--- src/rtl/uart_tx_arbiter.sv ---
// Two-requester round-robin arbiter feeding a single UART transmitter.
// Launches one byte at a time, waits for the transmitter to start and finish,
// then enforces an idle gap before the next grant.
module uart_tx_arbiter #(
  parameter int unsigned GAP_CYCLES    = 16,
  parameter int unsigned START_TIMEOUT = 1024
) (
  input  logic       clk,
  input  logic       rst,
  input  logic       req0_valid,
  input  logic [7:0] req0_data,
  input  logic [1:0] req0_cfg,
  output logic       req0_ready,
  input  logic       req1_valid,
  input  logic [7:0] req1_data,
  input  logic [1:0] req1_cfg,
  output logic       req1_ready,
  input  logic       tx_busy,
  output logic       tx_en,
  output logic [7:0] tx_data,
  output logic       tx_two_stop,
  output logic       tx_odd_parity,
  output logic       grant_id,
  output logic       busy,
  input  logic       err_clr,
  output logic       err_timeout
);

  localparam int unsigned GAP_W      = $clog2(GAP_CYCLES) + 1;
  localparam int unsigned START_W    = $clog2(START_TIMEOUT) + 1;
  localparam int unsigned GAP_LAST   = (GAP_CYCLES > 0) ? GAP_CYCLES - 1 : 0;
  localparam int unsigned START_LAST = (START_TIMEOUT > 0) ? START_TIMEOUT - 1 : 0;

  typedef enum logic [2:0] {
    S_IDLE,
    S_LAUNCH,
    S_WAIT_START,
    S_WAIT_DONE,
    S_GAP
  } state_e;

  state_e               state_q, state_d;
  logic [START_W-1:0]   start_cnt_q, start_cnt_d;
  logic [GAP_W-1:0]     gap_cnt_q, gap_cnt_d;
  logic [7:0]           tx_data_q, tx_data_d;
  logic                 two_stop_q, two_stop_d;
  logic                 odd_par_q, odd_par_d;
  logic                 grant_q, grant_d;
  logic                 last_q, last_d;
  logic                 err_q, err_d;
  logic                 pick0, pick1;
  logic                 err_set;

  // Arbitration, next-state and datapath capture
  always_comb begin
    state_d     = state_q;
    start_cnt_d = start_cnt_q;
    gap_cnt_d   = gap_cnt_q;
    tx_data_d   = tx_data_q;
    two_stop_d  = two_stop_q;
    odd_par_d   = odd_par_q;
    grant_d     = grant_q;
    last_d      = last_q;
    err_set     = 1'b0;

    // On a tie the requester that was not granted last wins
    pick1      = req1_valid && (!req0_valid || !last_q);
    pick0      = req0_valid && !pick1;
    req0_ready = (state_q == S_IDLE) && pick0;
    req1_ready = (state_q == S_IDLE) && pick1;

    case (state_q)
      S_IDLE: begin
        if (pick0 || pick1) begin
          tx_data_d  = pick1 ? req1_data : req0_data;
          two_stop_d = pick1 ? req1_cfg[1] : req0_cfg[1];
          odd_par_d  = pick1 ? req1_cfg[0] : req0_cfg[0];
          grant_d    = pick1;
          last_d     = pick1;
          state_d    = S_LAUNCH;
        end
      end
      S_LAUNCH: begin
        start_cnt_d = '0;
        state_d     = S_WAIT_START;
      end
      S_WAIT_START: begin
        if (tx_busy) begin
          state_d = S_WAIT_DONE;
        end else if (start_cnt_q == START_W'(START_LAST)) begin
          err_set = 1'b1;
          state_d = S_IDLE;
        end else begin
          start_cnt_d = start_cnt_q + START_W'(1);
        end
      end
      S_WAIT_DONE: begin
        if (!tx_busy) begin
          gap_cnt_d = '0;
          state_d   = (GAP_CYCLES == 0) ? S_IDLE : S_GAP;
        end
      end
      S_GAP: begin
        if (gap_cnt_q == GAP_W'(GAP_LAST)) begin
          state_d = S_IDLE;
        end else begin
          gap_cnt_d = gap_cnt_q + GAP_W'(1);
        end
      end
      default: state_d = S_IDLE;
    endcase

    // Sticky timeout flag; a new timeout outranks a clear in the same cycle
    if (err_set) begin
      err_d = 1'b1;
    end else if (err_clr) begin
      err_d = 1'b0;
    end else begin
      err_d = err_q;
    end
  end

  // State and datapath registers with synchronous reset
  always_ff @(posedge clk) begin
    if (rst) begin
      state_q     <= S_IDLE;
      start_cnt_q <= '0;
      gap_cnt_q   <= '0;
      tx_data_q   <= '0;
      two_stop_q  <= 1'b0;
      odd_par_q   <= 1'b0;
      grant_q     <= 1'b0;
      last_q      <= 1'b1;
      err_q       <= 1'b0;
    end else begin
      state_q     <= state_d;
      start_cnt_q <= start_cnt_d;
      gap_cnt_q   <= gap_cnt_d;
      tx_data_q   <= tx_data_d;
      two_stop_q  <= two_stop_d;
      odd_par_q   <= odd_par_d;
      grant_q     <= grant_d;
      last_q      <= last_d;
      err_q       <= err_d;
    end
  end

  // Launch strobe is suppressed while reset is held so an abandoned frame never starts
  assign tx_en         = (state_q == S_LAUNCH) && !rst;
  assign busy          = (state_q != S_IDLE);
  assign tx_data       = tx_data_q;
  assign tx_two_stop   = two_stop_q;
  assign tx_odd_parity = odd_par_q;
  assign grant_id      = grant_q;
  assign err_timeout   = err_q;

endmodule
--- config.mk ---
export PLATFORM = sky130hd
export DESIGN_NAME = uart_tx_arbiter
export DESIGN_NICKNAME = d
export VERILOG_FILES = /design/src/rtl/uart_tx_arbiter.sv
export SDC_FILE = /design/constraint.sdc
export NUM_CORES = 1
export LEC_CHECK = 0
export CORE_AREA = 8 8 62 90
export DETAILED_ROUTE_END_ITERATION = 12
export DIE_AREA = 0 0 70 98
export PLACE_DENSITY = 0.7
export SYNTH_ARGS = -nofsm -noshare
export SYNTH_HDL_FRONTEND = slang
export SYNTH_SLANG_ARGS = --single-unit
--- constraint.sdc ---
create_clock -name clk -period 2.6 [get_ports clk]
set_input_delay 0.65 -clock clk [delete_from_list [all_inputs] [get_ports clk]]
set_output_delay 0.65 -clock clk [all_outputs]
set_load 0.1 [all_outputs]
; ---- After elaboration in Yosys (flattened, before gate mapping)
; Cells that the tools add are included.
[totals]
output_inout_bits = 16
reg_bits = 32
in_bits = 26
[classes]
reduce_logical = 20
add_sub_neg = 2
eq_ne = 13
n_mux = 20
[ops]
columns = op, n
row1 = $mux 11, 2
row2 = $pmux 11 s2, 1
row3 = $mux 3, 5
row4 = $pmux 3 s5, 1
row5 = $add 11x1->11 const B, 1
row6 = $eq 11x10->1 const B, 1
row7 = $mux 5, 2
row8 = $ne 2x2->1 const B, 5
row9 = $pmux 5 s2, 1
row10 = $mux 8, 1
row11 = $mux 1, 7
row12 = $eq 3x2->1 const B, 2
row13 = $reduce_and 3->1, 2
row14 = $reduce_bool 2->1, 3
row15 = $add 5x1->5 const B, 1
row16 = $eq 5x4->1 const B, 1
row17 = $logic_and 1x1->1, 5
row18 = $logic_not 1->1, 4
row19 = $reduce_and 4->1, 1
row20 = $eq 3x1->1 const B, 1
row21 = $eq 3x3->1 const B, 1
row22 = $logic_not 3->1, 1
row23 = $ne 3x3->1 const B, 1
row24 = $reduce_bool 3->1, 1
row25 = 3 further kinds, 4

; ---- Depth between registers and ports, before layout
[depth]
ltp_word = 8
mapped_depth = 7

; ---- Worst setup path before layout
; Ideal clock, no wire load.
[synth_path]
kind = register to output
start = register state_q[2]
end = output port req0_ready
path_stages_with_launch = 5
t_arrival_ns = 3.734
required_time_ns = 1.950
setup_slack_ns = -1.784
cell_sequence = dfxtp_1 > buf_6 > or3_1 > clkbuf_1 > nor3b_1
[synth_between]
elab_chain_cells = 2
[synth_lines]
columns = element, line
row1 = "start, declared", 42  ; state_e state_q, state_d;
row2 = "start signal, assigned", 136  ; state_q <= state_d;
row3 = $logic_not 3->1, 69  ; req0_ready = (state_q == S_IDLE) && pick0;
row4 = $logic_and 1x1->1, 69
row5 = "end, declared", 13  ; output logic req0_ready,
; Every way passes these cells.

; ---- Worst setup path after layout
[layout_path]
start = input port req0_valid
end = output port req0_ready
[layout_between]
elab_chain_cells = 6
[layout_lines]
columns = element, line
row1 = "start, declared", 10  ; input logic req0_valid,
row2 = $logic_not 1->1, 67  ; pick1 = req1_valid && (!req0_valid || !last_q);
row3 = $logic_or 1x1->1, 67
row4 = $logic_and 1x1->1, 67
row5 = $logic_not 1->1, 68  ; pick0 = req0_valid && !pick1;
row6 = $logic_and 1x1->1 (*), 68
row7 = $logic_and 1x1->1 (*), 69
; Every way passes the cells marked *; elsewhere a longest branch is shown, timed or not.

==> flow_summary.yaml <==
clock_tree:
  ctsResizeCount: 0
  clk_pin_slew_ns: 0.06
  cts_root_buf: "clkbuf_8"
  cts.sinks: 32
  cts_tree: "built"
  cts_buffers: 5
  post_cts_buffers: 0
  ctsHoldBuffers: 0
  clk_path_buf_depth: 2
  clock_latency_ns: 0.28
  htree_levels: 2
synthesis:
  syn_avg_cell_area_um2: 8.78
  syn-cell-area_um2: 1620
  synth_area_leaders: "dfxtp_1 (40%), mux2i_1 (8.1%), nor2_1 (6.0%)"
  ys_seq_elements: 32
  syn_inst: 184
  ys_warn_count: 0
  synthesis.nets: 213
  ys_types: 42
  synth_top_area_share_pct: 39.7
  synthFlopType: "dfxtp_1"
  synth_top_area_cell: "dfxtp_1"
  async_flop_share_pct: 0
  ys_seq_area_share_pct: 39.7
  synth_edf_count: 0
setup_path:
  reg2reg_from: "gap_cnt_q[0]"
  critPathBufInv: 3
  rr_endpoint: "gap_cnt_q[3]"
  critPathTopFamily: "buffers and inverters"
  cp_max_fo: 3
  crit_required_ns: 1.95
  crit_arrival_ns: 1.80
  start_kind: "input pin"
  worst_path_largest_cell_delay_ns: 0.50
  path_cells: "clkdlybuf4s50_1 > a21boi_1 > buf_4 > nor3b_4 > buf_12"
  crit_path_top_delay_cell: "clkdlybuf4s50_1"
  setup.worst_path.end_class: "primary output"
  r2r_cells: 7
  rrSetupSlack_ns: 0.68
  setup.worst_path.class: "input pin to primary output"
timing:
  hold_viol: 0
  period_share_pct: 94.4
  grt_setup_unrepaired: "false"
  report.final.setup_viol: 0
  tightest_slew_ns: 0.413
  min_period_ns: 2.45
  drv_slew: 0
  finalWorstSetupSlack_ns: 0.147
  fmax_mhz: 408
  fin_skew_ns: 0.00331
  relSlewSlack_pct: 72.1
detailed_routing:
  drt-pass1-iter-count: 4
  num_vias: 1488
  via_per_inst: 5.43
  avgRoutedWirePerCell_um: 15.0
  final_antenna_net_count: 0
  post-route-drc-count: 0
  routed_wl_um: 4110
  drtIter0Drc: 50
cells_and_area:
  fin_util_pct: 50.0
  area_growth_pct: 34.9
  drive_above_1_share_pct: 17.3
  diodes: 0
  fillers: 417
  finalNonFillerCells: 274
  final_common_cell: "dfxtp_1"
  nets: 255
  final_cell_mix: "dfxtp_1 (32), nor2_1 (25), clkdlybuf4s50_1 (25)"
floorplanning:
  die_h_um: 98
  ios: 42
  rows: 30
  core-area_um2: 4350
  start_util_pct: 37.1
  die_area_um2: 6860
  die_w_um: 70
min_path:
  hp-start: "gap_cnt_q[4]"
  hold_path_end: "gap_cnt_q[4]"
  hold-path-cell-count: 2
  min_path_type: "flip-flop to flip-flop"
power_and_ir_drop:
  p_leak_uw: 0.000825
  p_sw_uw: 595
  power_frac_comb_pct: 38.0
  seqPwrFrac_pct: 37.5
  switching_share_pct: 40.2
  max-vdd-ir-drop_mv: 0.623
  intPower_uw: 883
  clock_power_share_pct: 24.5
  p_per_area_nw_per_um2: 678
job:
  drv_cap: 0
global_route:
  antenna_found_initial: 0
  grt_pass1_wl_um: 6650
  grt_max_degree: 29
  overflow: 0
  grt_pass1_vias: 1423
  grt_usage_pct: 11.6
placed_design:
  pre_cts_slack_ns: 0.140
  gp_congestion: 0.814
  dp_hpwl_um: 3060
  dp.cells: 267
  numPortBuffers: 41
status:
  status: "complete, no violations"
how the worst max path moves through the flow:
stage,cells past startpoint,endpoint,startpoint,slack (ns)
finish,5,req0_ready,req0_valid,0.15
global route,5,req0_ready,req0_valid,0.09
CTS,5,req0_ready,req0_valid,0.14
detailed placement,5,req0_ready,req0_valid,0.14
global placement,5,req0_ready,req0_valid,0.18
floorplan,4,req0_ready,state_q[2],-0.21
metrics by stage:
stage          hold WS [ns]  power (uW)  TNS, ns  area (um^2)
2_1_floorplan         0.431         972   -0.209         1640
3_5_place_dp          0.446        1130        0         2100
5_1_grt               0.484        1540        0         2180
4_1_cts               0.454        1500        0         2180
6_report              0.454        1480        0         2180
3_3_place_gp          0.445        1120        0         2100
flip-flops by register name (all words and copies together), names as in the netlist:
name           cells
err_timeout        1
grant_id           1
last_q             1
state_q            3
tx_data            8
tx_odd_parity      1
tx_two_stop        1
gap_cnt_q          5
start_cnt_q       11
cells in the mapped netlist, drive strengths merged, types with 2 or more instances:
master / count
dfxtp: 32
nor2: 26
mux2i: 13
a211oi: 11
a21oi: 10
nand3: 10
nand2: 9
buf: 7
clkbuf: 6
o21ai: 5
or3: 5
a311oi: 4
a31oi: 3
and3: 3
ha: 3
nand4: 3
nor2b: 3
nor3b: 3
o211ai: 3
or2: 3
and4: 2
inv: 2
nand2b: 2
nor3: 2
nor4b: 2
xor2: 2
kinds of logic (layout without fill, tap and decap cells):
| group | after synthesis | in the layout | synth area share [%] |
|---|---|---|---|
| compound gates | 41 | 41 | 17.8 |
| xor+xnor | 2 | 2 | 1.08 |
| fa+ha+maj | 3 | 3 | 2.32 |
| buf+inv | 15 | 57 | 4.72 |
| flops | 32 | 32 | 39.7 |
| mux | 13 | 13 | 8.06 |
| simple gates | 78 | 78 | 26.3 |
tightest hold or removal path, cell delays in order, from the launching register on:
cell and delay, ns:
dfxtp_1 0.31, nand2_1 0.05, a21oi_1 0.05
cell type report:
class                           count  area [um^2]  area share, %
Clock inverter                      1         5.00          0.230
Tap cell                           48         60.1           2.76
Timing Repair Buffer               48          473           21.7
Multi-Input combinational cell    137          920           42.2
Inverter                            2         7.51          0.345
Clock buffer                        6         72.6           3.33
Sequential cell                    32          641           29.4
routing by layer:
metal / wire length, um / part of all wire (%) / up-vias / track usage [%]
met1: 1820 / 44 / 677 / 12.7
met3: 216 / 5.3 / 6 / 3.86
li1: - / - / 764 / -
met2: 2020 / 49 / 41 / 20.3
met5: 0 / 0 / - / 0
met4: 53 / 1.3 / 0 / 4.19
power by group through the flow:
stage	Clock, uW	Sequential (uW)	Combinational, uW
after global routing	394	560	588
after floorplan	0	743	229
after CTS	373	554	568
after global placement	0	563	562
after detailed placement	0	565	566
final	363	554	561
(Power assumes the default switching activity.)
